File: src/rtl/pc_fetch_unit.sv
// Fetch-stage program counter with stall hold, trap redirect, absolute/relative
// jumps and a circular return-address stack for call/return prediction.
module pc_fetch_unit #(
  parameter int               WIDTH        = 32,
  parameter logic [WIDTH-1:0] RESET_VECTOR = 32'hBFC00000,
  parameter int               RAS_DEPTH    = 4
) (
  input  logic                       clk,
  input  logic                       rst,
  input  logic                       stall,
  input  logic                       pcsrc,
  input  logic                       jbmux,
  input  logic [WIDTH-1:0]           jumpaddress,
  input  logic                       is_call,
  input  logic                       is_return,
  input  logic                       trap,
  input  logic [WIDTH-1:0]           trap_vector,
  output logic [WIDTH-1:0]           pc,
  output logic [WIDTH-1:0]           pc_plus4,
  output logic                       redirect,
  output logic [$clog2(RAS_DEPTH):0] ras_count,
  output logic                       ras_overflow
);

  localparam int PW = $clog2(RAS_DEPTH);
  localparam int CW = PW + 1;

  logic [WIDTH-1:0] stack [RAS_DEPTH];
  logic [PW-1:0]    top;
  logic [WIDTH-1:0] next_pc;
  logic [WIDTH-1:0] aligned_target;
  logic             redirect_next;
  logic             hold;
  logic             do_pop;
  logic             do_push;

  assign aligned_target = {jumpaddress[WIDTH-1:1], 1'b0};
  assign do_push        = pcsrc & is_call & ~stall & ~trap;

  // Strict priority: trap, stall, RAS return, empty-RAS fallback, jump, sequential.
  always_comb begin
    next_pc       = pc + WIDTH'(4);
    redirect_next = 1'b0;
    hold          = 1'b0;
    do_pop        = 1'b0;
    if (trap) begin
      next_pc       = trap_vector;
      redirect_next = 1'b1;
    end else if (stall) begin
      next_pc = pc;
      hold    = 1'b1;
    end else if (is_return && (ras_count != '0)) begin
      next_pc       = stack[top];
      redirect_next = 1'b1;
      do_pop        = 1'b1;
    end else if (is_return) begin
      next_pc       = aligned_target;
      redirect_next = 1'b1;
    end else if (pcsrc) begin
      next_pc       = jbmux ? aligned_target : pc + jumpaddress;
      redirect_next = 1'b1;
    end
  end

  always_ff @(posedge clk or negedge rst) begin
    if (!rst) begin
      pc       <= RESET_VECTOR;
      pc_plus4 <= RESET_VECTOR + WIDTH'(4);
      redirect <= 1'b0;
    end else if (!hold) begin
      pc       <= next_pc;
      pc_plus4 <= next_pc + WIDTH'(4);
      redirect <= redirect_next;
    end
  end

  // A push on a full stack lands on the oldest slot because the buffer is circular.
  always_ff @(posedge clk or negedge rst) begin
    if (!rst) begin
      top          <= '0;
      ras_count    <= '0;
      ras_overflow <= 1'b0;
    end else if (do_push && !do_pop) begin
      top <= top + PW'(1);
      if (ras_count == CW'(RAS_DEPTH)) begin
        ras_overflow <= 1'b1;
      end else begin
        ras_count <= ras_count + CW'(1);
      end
    end else if (do_pop && !do_push) begin
      top       <= top - PW'(1);
      ras_count <= ras_count - CW'(1);
    end
  end

  // A simultaneous pop and push replaces the top entry in place.
  always_ff @(posedge clk) begin
    if (do_push) begin
      stack[do_pop ? top : top + PW'(1)] <= pc_plus4;
    end
  end

endmodule

File: config.mk
export PLATFORM = sky130hd
export DESIGN_NAME = pc_fetch_unit
export DESIGN_NICKNAME = d
export VERILOG_FILES = /design/src/rtl/pc_fetch_unit.sv
export SDC_FILE = /design/constraint.sdc
export NUM_CORES = 1
export LEC_CHECK = 0
export CAP_MARGIN = 40
export CORE_MARGIN = 5
export CORE_UTILIZATION = 50
export CTS_CLUSTER_DIAMETER = 30
export DETAILED_ROUTE_END_ITERATION = 6
export HOLD_SLACK_MARGIN = 0.12
export MAX_ROUTING_LAYER = met4
export PLACE_DENSITY = 0.76
export SETUP_SLACK_MARGIN = 0.02
export SYNTH_ARGS = -nofsm -noshare
export SYNTH_HDL_FRONTEND = slang
export SYNTH_SLANG_ARGS = --single-unit
File: constraint.sdc
create_clock -name clk -period 5.5 [get_ports clk]
set_input_delay 1.375 -clock clk [delete_from_list [all_inputs] [get_ports clk]]
set_output_delay 1.375 -clock clk [all_outputs]
set_load 0.03 [all_outputs]
==> results of run 1 <==
[cell usage in the layout (no fill, tap or decap), types with 9 or more instances in the layout]
| cell | netlist | layout |
|---|---|---|
| nand2_1 | 133 | 133 |
| o31ai_1 | 12 | 12 |
| nor2_1 | 72 | 70 |
| nand3_1 | 35 | 35 |
| mux2i_1 | 14 | 14 |
| o21a_1 | 12 | 12 |
| clkdlybuf4s50_1 | 0 | 138 |
| mux4_2 | 29 | 29 |
| o21ai_0 | 73 | 73 |
| and4_1 | 16 | 16 |
| and3_1 | 15 | 15 |
| o211ai_1 | 17 | 17 |
| xor2_1 | 19 | 19 |
| nor3_1 | 31 | 30 |
| inv_1 | 27 | 27 |
| a211o_1 | 10 | 10 |
| a31oi_1 | 17 | 17 |
| a21oi_1 | 80 | 80 |
| dfstp_2 | 19 | 19 |
| a211oi_1 | 14 | 14 |
| nor4_1 | 16 | 14 |
| buf_4 | 3 | 38 |
| nand4_1 | 24 | 24 |
| edfxtp_1 | 128 | 128 |
| dfrtp_1 | 50 | 49 |
| a21o_1 | 9 | 9 |
| o221ai_1 | 9 | 9 |
| clkbuf_16 | 0 | 17 |
| xnor2_1 | 19 | 19 |
| and2_1 | 13 | 13 |
| ha_1 | 35 | 35 |
[through the flow]
| stage | setup WS [ns] | instances | utilization (%) | TNS (ns) | hold WS [ns] |
|---|---|---|---|---|---|
| after floorplan | -0.296 | 1194 | - | -18.95 | 0.548 |
| after global placement | 0.158 | 1622 | 58.1 | 0 | 0.450 |
| after detailed placement | 0.111 | 1623 | 58.2 | 0 | 0.456 |
| after CTS | 0.523 | 1655 | 60.7 | 0 | 0.474 |
| after global routing | 0.162 | 1655 | 60.7 | 0 | 0.515 |
| final | 0.444 | 1655 | 60.7 | 0 | 0.472 |
[registers in the layout, indices dropped and copies added, names as in the netlist]
signal	cells
stack	128
pc_plus4	30
top	2
ras_overflow	1
redirect	1
ras_count	3
pc	32
[how the worst max path moves through the flow]
stage | cells past startpoint | endpoint | slack [ns]
5_1_grt | 14 | pc_plus4[26] | 0.16
2_1_floorplan | 5 | stack[1][0] | -0.30
6_report | 14 | pc_plus4[26] | 0.44
4_1_cts | 14 | pc_plus4[26] | 0.52
3_5_place_dp | 14 | pc_plus4[26] | 0.11
3_3_place_gp | 13 | pc_plus4[26] | 0.16
[synth_stat cells (all sizes together) (8+ instances only)]
cell    instances
a221oi         10
a31oi          17
a21oi          81
a211o          10
o31ai          12
buf            37
and4           20
nor4           17
inv            29
nand3          36
and2           16
nand2         133
edfxtp        128
o221ai          9
mux4           32
nor2b           8
nand4          27
o21ai          77
or4             9
and3           19
a211oi         15
mux2i          14
o211ai         17
nor3           33
a21o           10
o21a           12
ha             35
xor2           19
o31a            8
dfrtp          50
dfstp          19
nor2           72
or3             8
clkbuf         37
xnor2          19
[per-layer routing]
layer | global-route usage (%) | share of wire (%) | wire [µm] | up-vias
met3 | 4.45 | 9.0 | 3780 | 109
met4 | 8.65 | 2.9 | 1210 | 0
met2 | 44.0 | 45 | 18700 | 656
met1 | 43.5 | 44 | 18300 | 5411
met5 | - | 0 | 0 | -
li1 | - | - | - | 4885
[cell families after synthesis]
group           Yosys count  synth area share (%)
xor+xnor                 38                  2.66
flops                   197                  44.8
simple gates            422                  17.9
compound gates          346                  19.1
fa+ha+maj                37                  3.83
mux                      50                  7.34
buf+inv                 104                  4.36
[power breakdown]
part | internal, µW | total, µW | switching, µW
sequential | 1780 | 2100 | 317
clock | 654 | 1250 | 596
combinational | 914 | 2240 | 1330
total | 3350 | 5590 | 2240
[layout make-up]
class	instances	area share [%]
Inverter	29	0.734
Multi-Input combinational cell	893	43.1
Sequential cell	197	37.7
Timing Repair Buffer	180	11.7
Tap cell	324	2.73
Clock buffer	17	2.87
Clock inverter	15	1.20
==> impl_results.html, run 1 <==
<table>
<tr><th>Metric</th><th>Value</th></tr>
<tr><th colspan="2">Drt</th></tr>
<tr><td>Drt pass-1 iters</td><td>6</td></tr>
<tr><td>Via count</td><td>between 10000 and 15000</td></tr>
<tr><td>DRC violations left</td><td>0</td></tr>
<tr><td>Routed len/inst</td><td>roughly 25 µm</td></tr>
<tr><td>Wire length reported by the detailed router</td><td>42100 µm</td></tr>
<tr><td>Vias per std cell</td><td>6.68</td></tr>
<tr><td>Detailed Route Iter0 Violations</td><td>1501</td></tr>
<tr><td>Remaining antenna violation count after routing</td><td>0</td></tr>
<tr><th colspan="2">Setup path</th></tr>
<tr><td>Start-to-end type of the worst setup path</td><td>in2reg</td></tr>
<tr><td>Count of cells along the worst register-to-register path</td><td>12</td></tr>
<tr><td>Startpoint kind of the worst setup timing path</td><td>input port</td></tr>
<tr><td>Total buffers and inverters traversed by the critical path</td><td>3</td></tr>
<tr><td>Critical R2R Capture</td><td>pc_plus4[26]</td></tr>
<tr><td>Critical path's top delay family</td><td>simple AND/OR/NAND/NOR gates</td></tr>
<tr><td>Worst path required time</td><td>~5.9 ns</td></tr>
<tr><td>Slowest cell delay on critical path</td><td>around 0.5 ns</td></tr>
<tr><td>Reg-to-Reg Start</td><td>ras_count[0]</td></tr>
<tr><td>Highest net fanout along the worst path</td><td>10</td></tr>
<tr><td>Kind of end point of the critical path</td><td>flop</td></tr>
<tr><td>Critical path data arrival time</td><td>5.42 ns</td></tr>
<tr><td>List of cells traversed by the critical path</td><td>clkdlybuf4s50_1 -&gt; ha_1 -&gt; a21oi_1 -&gt; o21ai_0 -&gt; buf_4 -&gt; a221oi_4 -&gt; nor3_1 -&gt; nor3_1 -&gt; buf_4 -&gt; nand4_4 -&gt; nor3b_4 -&gt; nand4_4 -&gt; or4_1 -&gt; nand3_1</td></tr>
<tr><td>Slack of the worst reg-to-reg path</td><td>between 1 and 1.5 ns</td></tr>
<tr><td>Start point of the critical path</td><td>jumpaddress[12]</td></tr>
<tr><td>Worst-path cell with the longest stage delay</td><td>clkdlybuf4s50_1</td></tr>
<tr><th colspan="2">Logic synthesis</th></tr>
<tr><td>Post-synth top area cell</td><td>edfxtp_1</td></tr>
<tr><td>Most used flip-flop cell after synthesis</td><td>edfxtp_1</td></tr>
<tr><td>Portion of the post-synthesis area used by sequential elements</td><td>~45%</td></tr>
<tr><td>Cell count after synthesis</td><td>1194</td></tr>
<tr><td>Number of synthesized register bits</td><td>about 200</td></tr>
<tr><td>Netlist Area Pre-Place</td><td>around 12000 µm²</td></tr>
<tr><td>Synthesized Nets</td><td>around 1300</td></tr>
<tr><td>Fraction of synthesis flops using an asynchronous set or reset pin</td><td>about a third</td></tr>
<tr><td>Synth warnings</td><td>0</td></tr>
<tr><td>Top cells by area in the synthesized netlist</td><td>edfxtp_1, dfrtp_1, mux4_2, dfstp_2, nand2_1</td></tr>
<tr><td>Synthesized area divided by synthesized cell count</td><td>10.5 µm²</td></tr>
<tr><td>Yosys cell types</td><td>between 100 and 150</td></tr>
<tr><td>Count of flip-flops with a built-in enable after synthesis</td><td>between 100 and 150</td></tr>
<tr><td>Area share of the largest cell type after synthesis</td><td>between 30% and 40%</td></tr>
<tr><th colspan="2">Timing</th></tr>
<tr><td>FMAX</td><td>0.198 GHz</td></tr>
<tr><td>Final Cycle Share</td><td>between 90% and 100%</td></tr>
<tr><td>RSZ-0062 raised after global routing</td><td>no</td></tr>
<tr><td>Worst rel slew slack</td><td>a little over two fifths</td></tr>
<tr><td>Time the final worst path needs with I/O delays and setup</td><td>between 5 and 6 ns</td></tr>
<tr><td>Skew final</td><td>~0.012 ns</td></tr>
<tr><td>Slew at the pin with the worst max-slew slack</td><td>approximately 0.86 ns</td></tr>
<tr><td>Pins over their slew limit</td><td>0</td></tr>
<tr><td>Setup Viol. Count Final</td><td>0</td></tr>
<tr><td>Number of hold violations in the final report</td><td>0</td></tr>
<tr><th colspan="2">Final layout</th></tr>
<tr><td>Total area of multi-input combinational cells</td><td>6390 µm²</td></tr>
<tr><td>Area grow syn2layout</td><td>18.8%</td></tr>
<tr><td>Fill cell count</td><td>around 2000</td></tr>
<tr><td>Antenna cell count</td><td>0</td></tr>
<tr><td>NumNets Final</td><td>around 1400</td></tr>
<tr><td>Share of layout cells above drive strength 1</td><td>a little over an eighth</td></tr>
<tr><td>Flip-flop and latch area</td><td>roughly 5600 µm²</td></tr>
<tr><td>Final standard cell area without fillers</td><td>14800 µm²</td></tr>
<tr><th colspan="2">CTS</th></tr>
<tr><td>Clock-pin slew of the registers on the worst-case setup and hold paths</td><td>0.08 ns</td></tr>
<tr><td>Worst-case clock buffer depth</td><td>2</td></tr>
<tr><td>H-tree lvl count</td><td>4</td></tr>
<tr><td>Number of sinks on the clock net</td><td>between 150 and 200</td></tr>
<tr><td>Hold bufs inserted after CTS</td><td>0</td></tr>
<tr><td>Clock latency reported for the late side of the worst-skew pair</td><td>roughly 0.43 ns</td></tr>
<tr><td>Clock root buffer master</td><td>clkbuf_16</td></tr>
<tr><td>Number of buffers created by CTS</td><td>17</td></tr>
<tr><td>Post-cts gate resize count</td><td>0</td></tr>
<tr><td>Buffers inserted during post-CTS setup optimization</td><td>0</td></tr>
<tr><td>Clock tree from TritonCTS</td><td>done</td></tr>
<tr><th colspan="2">Placed design</th></tr>
<tr><td>Instance area at placement</td><td>between 10000 and 15000 µm²</td></tr>
<tr><td>Weighted congestion at the end of routability-driven global placement</td><td>slightly below 1</td></tr>
<tr><td>Placed wire-length estimate after detailed placement</td><td>between 30000 and 40000 µm</td></tr>
<tr><td>IO Port Bufs</td><td>140</td></tr>
<tr><th colspan="2">Worst hold path</th></tr>
<tr><td>Hold WC Path Type</td><td>reg2reg</td></tr>
<tr><td>Worst Hold Endpoint</td><td>ras_overflow</td></tr>
<tr><td>Beginning of the worst hold path</td><td>ras_overflow</td></tr>
<tr><td>Number of cells on the worst hold path</td><td>1</td></tr>
<tr><th colspan="2">Floorplan</th></tr>
<tr><td>Overall die height</td><td>between 150 and 200 µm</td></tr>
<tr><td>Die area</td><td>28200 µm²</td></tr>
<tr><td>Std-Cell Core Area</td><td>approximately 24000 µm²</td></tr>
<tr><td>Number of top-level design ports</td><td>roughly 140</td></tr>
<tr><td>Initial standard-cell utilization of the core</td><td>between 50% and 60%</td></tr>
<tr><td>DIE WIDTH</td><td>~170 µm</td></tr>
<tr><td>Site row count</td><td>57</td></tr>
<tr><th colspan="2">Power</th></tr>
<tr><td>Static power due to leakage</td><td>roughly 0.0053 µW</td></tr>
<tr><td>IR drop worst, VDD</td><td>between 0.0002 and 0.0003 V</td></tr>
<tr><td>Total power after layout</td><td>5590 µW</td></tr>
<tr><td>Power density over cell area</td><td>between 300 and 400 nW/µm²</td></tr>
<tr><th colspan="2">GRT</th></tr>
<tr><td>Largest net degree at the start of global routing</td><td>between 40 and 50</td></tr>
<tr><td>GRT Resource Usage Total</td><td>roughly 30%</td></tr>
<tr><td>First-pass GRT wire length</td><td>between 60000 and 70000 µm</td></tr>
<tr><td>Number of antenna violations at the first check in global routing</td><td>0</td></tr>
<tr><td>GRT Residual Overflow</td><td>0</td></tr>
<tr><td>Number of global-route vias before repair</td><td>around 10000</td></tr>
<tr><th colspan="2">Run</th></tr>
<tr><td># Max-Cap Violations</td><td>0</td></tr>
<tr><th colspan="2">Outcome</th></tr>
<tr><td>Result of the run</td><td>complete, no violations</td></tr>
</table>
Power figures use the tool's default switching activity.
==> run 2: changes to the inputs <==
--- a/config.mk
+++ b/config.mk
@@ -7,12 +7,12 @@
 export LEC_CHECK = 0
 export CAP_MARGIN = 40
 export CORE_MARGIN = 5
-export CORE_UTILIZATION = 50
+export CORE_UTILIZATION = 43
 export CTS_CLUSTER_DIAMETER = 30
+export CTS_CLUSTER_SIZE = 16
 export DETAILED_ROUTE_END_ITERATION = 6
 export HOLD_SLACK_MARGIN = 0.12
-export MAX_ROUTING_LAYER = met4
-export PLACE_DENSITY = 0.76
+export PLACE_DENSITY = 0.68
 export SETUP_SLACK_MARGIN = 0.02
 export SYNTH_ARGS = -nofsm -noshare
 export SYNTH_HDL_FRONTEND = slang
==> run 2 against run 1 <==
  * Sequential share of layout area fell by 0.29 points
  * Sequential power barely moved
  * Register-to-register slack improved by 0.18 ns
  * Wire length rose by 2.7%
  * Clock-buffer cell count rose by 1
  * Final area rose by 0.78%
  * Setup slack improved by 0.14 ns
  * Critical path type unchanged
  * Highest routed layer unchanged
==> impl_results.html, run 2 (synthesis results as in run 1) <==
<table>
<tr><th>Metric</th><th>Value</th></tr>
<tr><th colspan="2">Drt</th></tr>
<tr><td>Vias per std cell</td><td>~6.3</td></tr>
<tr><td>DRC violations left</td><td>0</td></tr>
<tr><td>Routed len/inst</td><td>25.0 µm</td></tr>
<tr><td>Wire length reported by the detailed router</td><td>roughly 43000 µm</td></tr>
<tr><td>Detailed Route Iter0 Violations</td><td>between 1000 and 1500</td></tr>
<tr><td>Drt pass-1 iters</td><td>5</td></tr>
<tr><td>Remaining antenna violation count after routing</td><td>0</td></tr>
<tr><td>Via count</td><td>~11000</td></tr>
<tr><th colspan="2">Final layout</th></tr>
<tr><td>Number of flip-flops in the largest register</td><td>128</td></tr>
<tr><td>NumNets Final</td><td>between 1000 and 1500</td></tr>
<tr><td>Area grow syn2layout</td><td>19.7%</td></tr>
<tr><td>Layout Utilization</td><td>between 50% and 60%</td></tr>
<tr><td>Register containing the most flip-flops in the final layout</td><td>stack</td></tr>
<tr><td>Highest-count cells in the layout ignoring fill and taps</td><td>clkdlybuf4s50_1, nand2_1, edfxtp_1</td></tr>
<tr><td>Share of layout cells above drive strength 1</td><td>13.8%</td></tr>
<tr><td>Antenna cell count</td><td>0</td></tr>
<tr><td>Fill cell count</td><td>2559</td></tr>
<tr><td>Largest registers</td><td>stack (128), pc (32), pc_plus4 (30)</td></tr>
<tr><td>Leading cell type in the layout, fill and taps excluded</td><td>clkdlybuf4s50_1</td></tr>
<tr><th colspan="2">Setup path</th></tr>
<tr><td>Reg-to-Reg Start</td><td>pc[0]</td></tr>
<tr><td>Worst-path cell with the longest stage delay</td><td>nor3_1</td></tr>
<tr><td>Critical R2R Capture</td><td>pc_plus4[27]</td></tr>
<tr><td>Start-to-end type of the worst setup path</td><td>in2reg</td></tr>
<tr><td>Slowest cell delay on critical path</td><td>roughly 0.60 ns</td></tr>
<tr><td>Kind of end point of the critical path</td><td>flop</td></tr>
<tr><td>Startpoint kind of the worst setup timing path</td><td>input port</td></tr>
<tr><td>List of cells traversed by the critical path</td><td>clkdlybuf4s50_1 -&gt; ha_1 -&gt; fa_1 -&gt; nand3_1 -&gt; a211o_1 -&gt; and3_1 -&gt; nor3_1 -&gt; nor4b_1 -&gt; o41a_1 -&gt; nor2_1 -&gt; inv_1 -&gt; nand3_1 -&gt; nor2_1 -&gt; o31ai_1</td></tr>
<tr><td>Highest net fanout along the worst path</td><td>5</td></tr>
<tr><td>Count of cells along the worst register-to-register path</td><td>13</td></tr>
<tr><td>Worst path required time</td><td>5.84 ns</td></tr>
<tr><td>Slack of the worst reg-to-reg path</td><td>~1.3 ns</td></tr>
<tr><td>Critical path data arrival time</td><td>5.26 ns</td></tr>
<tr><th colspan="2">CTS</th></tr>
<tr><td>Number of buffers created by CTS</td><td>17</td></tr>
<tr><td>Buffers inserted during post-CTS setup optimization</td><td>0</td></tr>
<tr><td>Number of sinks on the clock net</td><td>~200</td></tr>
<tr><td>H-tree lvl count</td><td>4</td></tr>
<tr><td>Clock-pin slew of the registers on the worst-case setup and hold paths</td><td>0.07 ns</td></tr>
<tr><td>Clock tree from TritonCTS</td><td>done</td></tr>
<tr><td>Post-cts gate resize count</td><td>0</td></tr>
<tr><td>Hold bufs inserted after CTS</td><td>0</td></tr>
<tr><td>Worst-case clock buffer depth</td><td>2</td></tr>
<tr><td>Clock root buffer master</td><td>clkbuf_16</td></tr>
<tr><td>Clock latency reported for the late side of the worst-skew pair</td><td>approximately 0.44 ns</td></tr>
<tr><th colspan="2">Power</th></tr>
<tr><td>Sequential fraction of design power</td><td>between 30% and 40%</td></tr>
<tr><td>IR drop worst, VDD</td><td>approximately 0.00025 V</td></tr>
<tr><td>Switching power share of the total</td><td>around two fifths</td></tr>
<tr><td>Power density over cell area</td><td>about 370 nW/µm²</td></tr>
<tr><td>Combinational power share</td><td>just over 40%</td></tr>
<tr><td>Clock power frac</td><td>a little over a fifth</td></tr>
<tr><td>Net Sw Power</td><td>2240 µW</td></tr>
<tr><td>Internal power</td><td>3340 µW</td></tr>
<tr><td>Static power due to leakage</td><td>0.00535 µW</td></tr>
<tr><td>Total power after layout</td><td>approximately 5600 µW</td></tr>
<tr><th colspan="2">Floorplan</th></tr>
<tr><td>Number of top-level design ports</td><td>around 140</td></tr>
<tr><td>Site row count</td><td>between 60 and 70</td></tr>
<tr><td>Overall die height</td><td>180 µm</td></tr>
<tr><td>Die area</td><td>32600 µm²</td></tr>
<tr><td>Initial standard-cell utilization of the core</td><td>43.5%</td></tr>
<tr><td>DIE WIDTH</td><td>around 180 µm</td></tr>
<tr><td>Std-Cell Core Area</td><td>between 20000 and 30000 µm²</td></tr>
<tr><th colspan="2">Timing</th></tr>
<tr><td>Slew at the pin with the worst max-slew slack</td><td>approximately 0.77 ns</td></tr>
<tr><td>Skew final</td><td>around 0.012 ns</td></tr>
<tr><td>Worst Hold Margin</td><td>between 0.4 and 0.5 ns</td></tr>
<tr><td>Setup Viol. Count Final</td><td>0</td></tr>
<tr><td>Final Cycle Share</td><td>roughly nine tenths</td></tr>
<tr><td>Pins over their slew limit</td><td>0</td></tr>
<tr><td>Number of hold violations in the final report</td><td>0</td></tr>
<tr><td>Worst rel slew slack</td><td>48.3%</td></tr>
<tr><td>RSZ-0062 raised after global routing</td><td>no</td></tr>
<tr><td>Time the final worst path needs with I/O delays and setup</td><td>~4.9 ns</td></tr>
<tr><td>FMAX</td><td>~0.2 GHz</td></tr>
<tr><th colspan="2">Worst hold path</th></tr>
<tr><td>Beginning of the worst hold path</td><td>ras_overflow</td></tr>
<tr><td>Number of cells on the worst hold path</td><td>1</td></tr>
<tr><td>Worst Hold Endpoint</td><td>ras_overflow</td></tr>
<tr><td>Hold WC Path Type</td><td>reg2reg</td></tr>
<tr><th colspan="2">GRT</th></tr>
<tr><td>Largest net degree at the start of global routing</td><td>47</td></tr>
<tr><td>Number of antenna violations at the first check in global routing</td><td>0</td></tr>
<tr><td>GRT Resource Usage Total</td><td>between 20% and 30%</td></tr>
<tr><td>First-pass GRT wire length</td><td>roughly 65000 µm</td></tr>
<tr><td>Number of global-route vias before repair</td><td>approximately 10000</td></tr>
<tr><td>GRT Residual Overflow</td><td>0</td></tr>
<tr><th colspan="2">Run</th></tr>
<tr><td># Max-Cap Violations</td><td>0</td></tr>
<tr><th colspan="2">Placed design</th></tr>
<tr><td>Weighted congestion at the end of routability-driven global placement</td><td>around 0.94</td></tr>
<tr><td>IO Port Bufs</td><td>between 100 and 150</td></tr>
<tr><td>Placed wire-length estimate after detailed placement</td><td>between 30000 and 40000 µm</td></tr>
<tr><th colspan="2">Outcome</th></tr>
<tr><td>Result of the run</td><td>complete, no violations</td></tr>
</table>
[run 2: changes by cell type in the layout (fill, tap and decap cells not counted), sizes merged]
cell           change
inv                -2
clkinv             +1
clkbuf             +1
clkdlybuf4s50      -1
buf               +12
[run 2: layout make-up]
| cell class | instances | area [µm²] | area share [%] |
|---|---|---|---|
| multi-input cells | 893 | 6390 | 42.7 |
| flip-flops and latches | 197 | 5600 | 37.4 |
| repair buffers | 191 | 1800 | 12.1 |
| well taps | 384 | 480 | 3.21 |
| clock buffers | 18 | 429 | 2.87 |
| clock inverters | 14 | 143 | 0.954 |
| inverters | 29 | 109 | 0.728 |
[run 2: worst max-delay path by stage]
| stage | cells past startpoint | slack (ns) | start | end |
|---|---|---|---|---|
| after global routing | 12 | 0.42 | jumpaddress[7] | pc_plus4[27] |
| after CTS | 14 | 0.72 | jumpaddress[0] | pc_plus4[27] |
| after global placement | 13 | 0.27 | jumpaddress[12] | pc_plus4[29] |
| after detailed placement | 12 | 0.28 | jumpaddress[6] | pc_plus4[31] |
| final | 14 | 0.58 | jumpaddress[0] | pc_plus4[27] |
| after floorplan | 5 | -0.30 | stall | stack[1][0] |
[run 2: worst max-delay path: cells and delay by family]
| family | cells | cell delay (ns) |
|---|---|---|
| fa+ha+maj | 2 | 0.53 |
| buf+inv | 2 | 0.59 |
| compound gates | 3 | 1.09 |
| simple gates | 7 | 1.66 |
[run 2: stage by stage]
stage	cells	area [µm²]	setup slack (ns)	TNS (ns)
3_3_place_gp	1692	14300	0.270	0
4_1_cts	1726	15000	0.725	0
5_1_grt	1726	15000	0.418	0
6_report	1726	15000	0.584	0
2_1_floorplan	1194	12500	-0.296	-18.95
3_5_place_dp	1694	14400	0.283	0
[run 2: power by group through the flow]
stage | sequential, µW | combinational, µW | clock [µW]
after floorplan | 2150 | 1340 | 0
after global placement | 2120 | 2220 | 0
after detailed placement | 2120 | 2220 | 0
after CTS | 2090 | 2240 | 1240
after global routing | 2130 | 2410 | 1300
final | 2100 | 2270 | 1220
[run 2: metal layers]
layer	global-route usage, %	routed length, µm	vias to the layer above
li1	-	-	4907
met1	38.7	19400	5391
met2	39.6	19200	569
met3	3.84	3400	70
met4	7.02	1180	0
met5	0	0	-
==> run 3: changes to the inputs <==
--- a/config.mk
+++ b/config.mk
@@ -7,12 +7,12 @@
 export LEC_CHECK = 0
 export CAP_MARGIN = 40
 export CORE_MARGIN = 5
-export CORE_UTILIZATION = 43
+export CORE_UTILIZATION = 26
 export CTS_CLUSTER_DIAMETER = 30
 export CTS_CLUSTER_SIZE = 16
 export DETAILED_ROUTE_END_ITERATION = 6
 export HOLD_SLACK_MARGIN = 0.12
-export PLACE_DENSITY = 0.68
+export PLACE_DENSITY = 0.47
 export SETUP_SLACK_MARGIN = 0.02
 export SYNTH_ARGS = -nofsm -noshare
 export SYNTH_HDL_FRONTEND = slang
==> run 3 against run 2 <==
  * Power shrank 0.76%
  * Utilization decreased by 20 points
  * Clock-buffer cell count grew 6
  * Final area up 1.7%
  * Clock power fell by 11%
==> impl_results.html, run 3 (synthesis results as in run 1) <==
<table>
<tr><th>Metric</th><th>Value</th></tr>
<tr><th colspan="2">Outcome</th></tr>
<tr><td>Result of the run</td><td>complete, no violations</td></tr>
<tr><th colspan="2">Floorplan</th></tr>
<tr><td>Overall die height</td><td>between 200 and 250 µm</td></tr>
<tr><td>Number of top-level design ports</td><td>approximately 140</td></tr>
<tr><td>Site row count</td><td>80</td></tr>
<tr><td>DIE WIDTH</td><td>229 µm</td></tr>
<tr><td>Std-Cell Core Area</td><td>47600 µm²</td></tr>
<tr><td>Initial standard-cell utilization of the core</td><td>26.2%</td></tr>
<tr><td>Die area</td><td>about 53000 µm²</td></tr>
<tr><th colspan="2">CTS</th></tr>
<tr><td>Clock latency reported for the late side of the worst-skew pair</td><td>0.44 ns</td></tr>
<tr><td>Hold bufs inserted after CTS</td><td>0</td></tr>
<tr><td>Clock tree from TritonCTS</td><td>done</td></tr>
<tr><td>Buffers inserted during post-CTS setup optimization</td><td>0</td></tr>
<tr><td>Clock root buffer master</td><td>clkbuf_16</td></tr>
<tr><td>H-tree lvl count</td><td>4</td></tr>
<tr><td>Worst-case clock buffer depth</td><td>2</td></tr>
<tr><td>Number of sinks on the clock net</td><td>around 200</td></tr>
<tr><td>Number of buffers created by CTS</td><td>17</td></tr>
<tr><td>Post-cts gate resize count</td><td>0</td></tr>
<tr><td>Clock-pin slew of the registers on the worst-case setup and hold paths</td><td>0.07 ns</td></tr>
<tr><th colspan="2">Final layout</th></tr>
<tr><td>Largest registers</td><td>stack (128), pc (32), pc_plus4 (30)</td></tr>
<tr><td>Antenna cell count</td><td>0</td></tr>
<tr><td>Number of flip-flops in the largest register</td><td>128</td></tr>
<tr><td>Leading cell type in the layout, fill and taps excluded</td><td>clkdlybuf4s50_1</td></tr>
<tr><td>Area grow syn2layout</td><td>21.7%</td></tr>
<tr><td>NumNets Final</td><td>1444</td></tr>
<tr><td>Layout Utilization</td><td>between 30% and 40%</td></tr>
<tr><td>Final standard cell area without fillers</td><td>between 15000 and 20000 µm²</td></tr>
<tr><td>Highest-count cells in the layout ignoring fill and taps</td><td>clkdlybuf4s50_1, nand2_1, edfxtp_1</td></tr>
<tr><td>Register containing the most flip-flops in the final layout</td><td>stack</td></tr>
<tr><td>Share of layout cells above drive strength 1</td><td>about 13%</td></tr>
<tr><th colspan="2">Timing</th></tr>
<tr><td>FMAX</td><td>between 0.15 and 0.2 GHz</td></tr>
<tr><td>Final Cycle Share</td><td>between 90% and 100%</td></tr>
<tr><td>Post-layout worst setup margin</td><td>around 0.34 ns</td></tr>
<tr><td>Slew at the pin with the worst max-slew slack</td><td>0.886 ns</td></tr>
<tr><td>Number of hold violations in the final report</td><td>0</td></tr>
<tr><td>Time the final worst path needs with I/O delays and setup</td><td>~5.2 ns</td></tr>
<tr><td>Pins over their slew limit</td><td>0</td></tr>
<tr><td>Skew final</td><td>about 0.012 ns</td></tr>
<tr><td>Setup Viol. Count Final</td><td>0</td></tr>
<tr><td>Worst rel slew slack</td><td>between 40% and 50%</td></tr>
<tr><td>RSZ-0062 raised after global routing</td><td>no</td></tr>
<tr><th colspan="2">Power</th></tr>
<tr><td>IR drop worst, VDD</td><td>approximately 0.00021 V</td></tr>
<tr><td>Static power due to leakage</td><td>around 0.0053 µW</td></tr>
<tr><td>Switching power share of the total</td><td>about two fifths</td></tr>
<tr><td>Internal power</td><td>about 3300 µW</td></tr>
<tr><td>Combinational power share</td><td>roughly 43%</td></tr>
<tr><td>Net Sw Power</td><td>between 2000 and 2500 µW</td></tr>
<tr><td>Power density over cell area</td><td>364 nW/µm²</td></tr>
<tr><td>Clock power frac</td><td>19.7%</td></tr>
<tr><td>Sequential fraction of design power</td><td>37.6%</td></tr>
<tr><th colspan="2">Setup path</th></tr>
<tr><td>Count of cells along the worst register-to-register path</td><td>12</td></tr>
<tr><td>Highest net fanout along the worst path</td><td>7</td></tr>
<tr><td>Worst path required time</td><td>between 5 and 6 ns</td></tr>
<tr><td>Worst-path cell with the longest stage delay</td><td>clkdlybuf4s50_1</td></tr>
<tr><td>Startpoint kind of the worst setup timing path</td><td>input port</td></tr>
<tr><td>Start-to-end type of the worst setup path</td><td>in2reg</td></tr>
<tr><td>List of cells traversed by the critical path</td><td>clkdlybuf4s50_1 -&gt; ha_1 -&gt; a211oi_2 -&gt; o21ai_2 -&gt; a221oi_4 -&gt; nor3_1 -&gt; nor3_1 -&gt; buf_4 -&gt; nand4_4 -&gt; nor3b_4 -&gt; and4_1 -&gt; a41oi_1 -&gt; o31ai_1</td></tr>
<tr><td>Slack of the worst reg-to-reg path</td><td>1.27 ns</td></tr>
<tr><td>Critical Path Most Common Cell</td><td>nor3_1</td></tr>
<tr><td>Critical path's top delay family</td><td>compound AO/OA/AOI/OAI gates</td></tr>
<tr><td>Kind of end point of the critical path</td><td>flop</td></tr>
<tr><td>Slowest cell delay on critical path</td><td>between 0.6 and 0.7 ns</td></tr>
<tr><td>Total buffers and inverters traversed by the critical path</td><td>2</td></tr>
<tr><td>Critical R2R Capture</td><td>pc_plus4[27]</td></tr>
<tr><td>Reg-to-Reg Start</td><td>pc[1]</td></tr>
<tr><td>Critical path data arrival time</td><td>roughly 5.5 ns</td></tr>
<tr><th colspan="2">Run</th></tr>
<tr><td># Max-Cap Violations</td><td>0</td></tr>
<tr><th colspan="2">Placed design</th></tr>
<tr><td>Placed wire-length estimate after detailed placement</td><td>about 37000 µm</td></tr>
<tr><td>Instance area at placement</td><td>between 10000 and 15000 µm²</td></tr>
<tr><td>IO Port Bufs</td><td>between 100 and 150</td></tr>
<tr><td>Pre-CTS setup slack</td><td>~0.051 ns</td></tr>
<tr><td>Weighted congestion at the end of routability-driven global placement</td><td>slightly above 0.9</td></tr>
<tr><th colspan="2">Worst hold path</th></tr>
<tr><td>Beginning of the worst hold path</td><td>ras_overflow</td></tr>
<tr><td>Worst Hold Endpoint</td><td>ras_overflow</td></tr>
<tr><td>Hold WC Path Type</td><td>reg2reg</td></tr>
<tr><td>Number of cells on the worst hold path</td><td>1</td></tr>
<tr><th colspan="2">GRT</th></tr>
<tr><td>Number of global-route vias before repair</td><td>about 10000</td></tr>
<tr><td>Number of antenna violations at the first check in global routing</td><td>0</td></tr>
<tr><td>Largest net degree at the start of global routing</td><td>53</td></tr>
<tr><td>First-pass GRT wire length</td><td>between 70000 and 80000 µm</td></tr>
<tr><td>GRT Residual Overflow</td><td>0</td></tr>
<tr><td>GRT Resource Usage Total</td><td>18.1%</td></tr>
<tr><th colspan="2">Drt</th></tr>
<tr><td>Drt pass-1 iters</td><td>5</td></tr>
<tr><td>Via count</td><td>around 11000</td></tr>
<tr><td>Vias per std cell</td><td>approximately 5.5</td></tr>
<tr><td>Routed len/inst</td><td>around 25 µm</td></tr>
<tr><td>Remaining antenna violation count after routing</td><td>0</td></tr>
<tr><td>DRC violations left</td><td>0</td></tr>
<tr><td>Detailed Route Iter0 Violations</td><td>around 1300</td></tr>
<tr><td>Wire length reported by the detailed router</td><td>49100 µm</td></tr>
</table>
run 3: metrics by stage:
step	power, µW	instances	TNS, ns	hold slack, ns
final	5540	1963	0	0.471
after CTS	5570	1963	0	0.478
after global placement	4430	1929	0	0.449
after detailed placement	4450	1931	0	0.462
after floorplan	3490	1194	-18.95	0.548
after global routing	5810	1963	0	0.523
run 3: how the worst max path moves through the flow:
stage / start / to / cells past startpoint / slack, ns
2_1_floorplan: stall / stack[1][0] / 5 / -0.30
3_3_place_gp: jumpaddress[1] / pc_plus4[26] / 13 / 0.09
3_5_place_dp: jumpaddress[1] / pc_plus4[27] / 13 / 0.05
4_1_cts: jumpaddress[1] / pc_plus4[27] / 13 / 0.49
5_1_grt: jumpaddress[1] / pc_plus4[27] / 13 / 0.25
6_report: jumpaddress[1] / pc_plus4[27] / 13 / 0.34
run 3: per-layer routing:
layer  part of all wire [%]  vias up  GRT usage [%]
met5                      0        -              0
li1                       -     4922              -
met2                     44      440           27.7
met4                    1.8        0           4.12
met1                     47     5360           26.2
met3                    7.1       58           4.15
run 3: area by class of cell:
type	count	area (µm²)
Fill cell	4885	32400
Sequential cell	197	5600
Tap cell	615	769
Multi-Input combinational cell	893	6390
Clock buffer	24	452
Clock inverter	8	35.0
Timing Repair Buffer	197	1850
Inverter	29	109
run 3: power groups by stage:
| stage | sequential [µW] | clock (µW) | combinational [µW] |
|---|---|---|---|
| after floorplan | 2150 | 0 | 1340 |
| after global placement | 2150 | 0 | 2280 |
| after detailed placement | 2110 | 0 | 2350 |
| after CTS | 2080 | 1130 | 2360 |
| after global routing | 2110 | 1180 | 2520 |
| final | 2080 | 1090 | 2360 |
run 3: worst register-to-register path: stages (launching register included):
cell and delay (ns):
dfrtp_1 0.66, ha_1 0.35, a211oi_2 0.43, o21ai_2 0.23
a221oi_4 0.47, nor3_1 0.11, nor3_1 0.40, buf_4 0.23
nand4_4 0.12, nor3b_4 0.40, and4_1 0.34, a41oi_1 0.15
o31ai_1 0.24
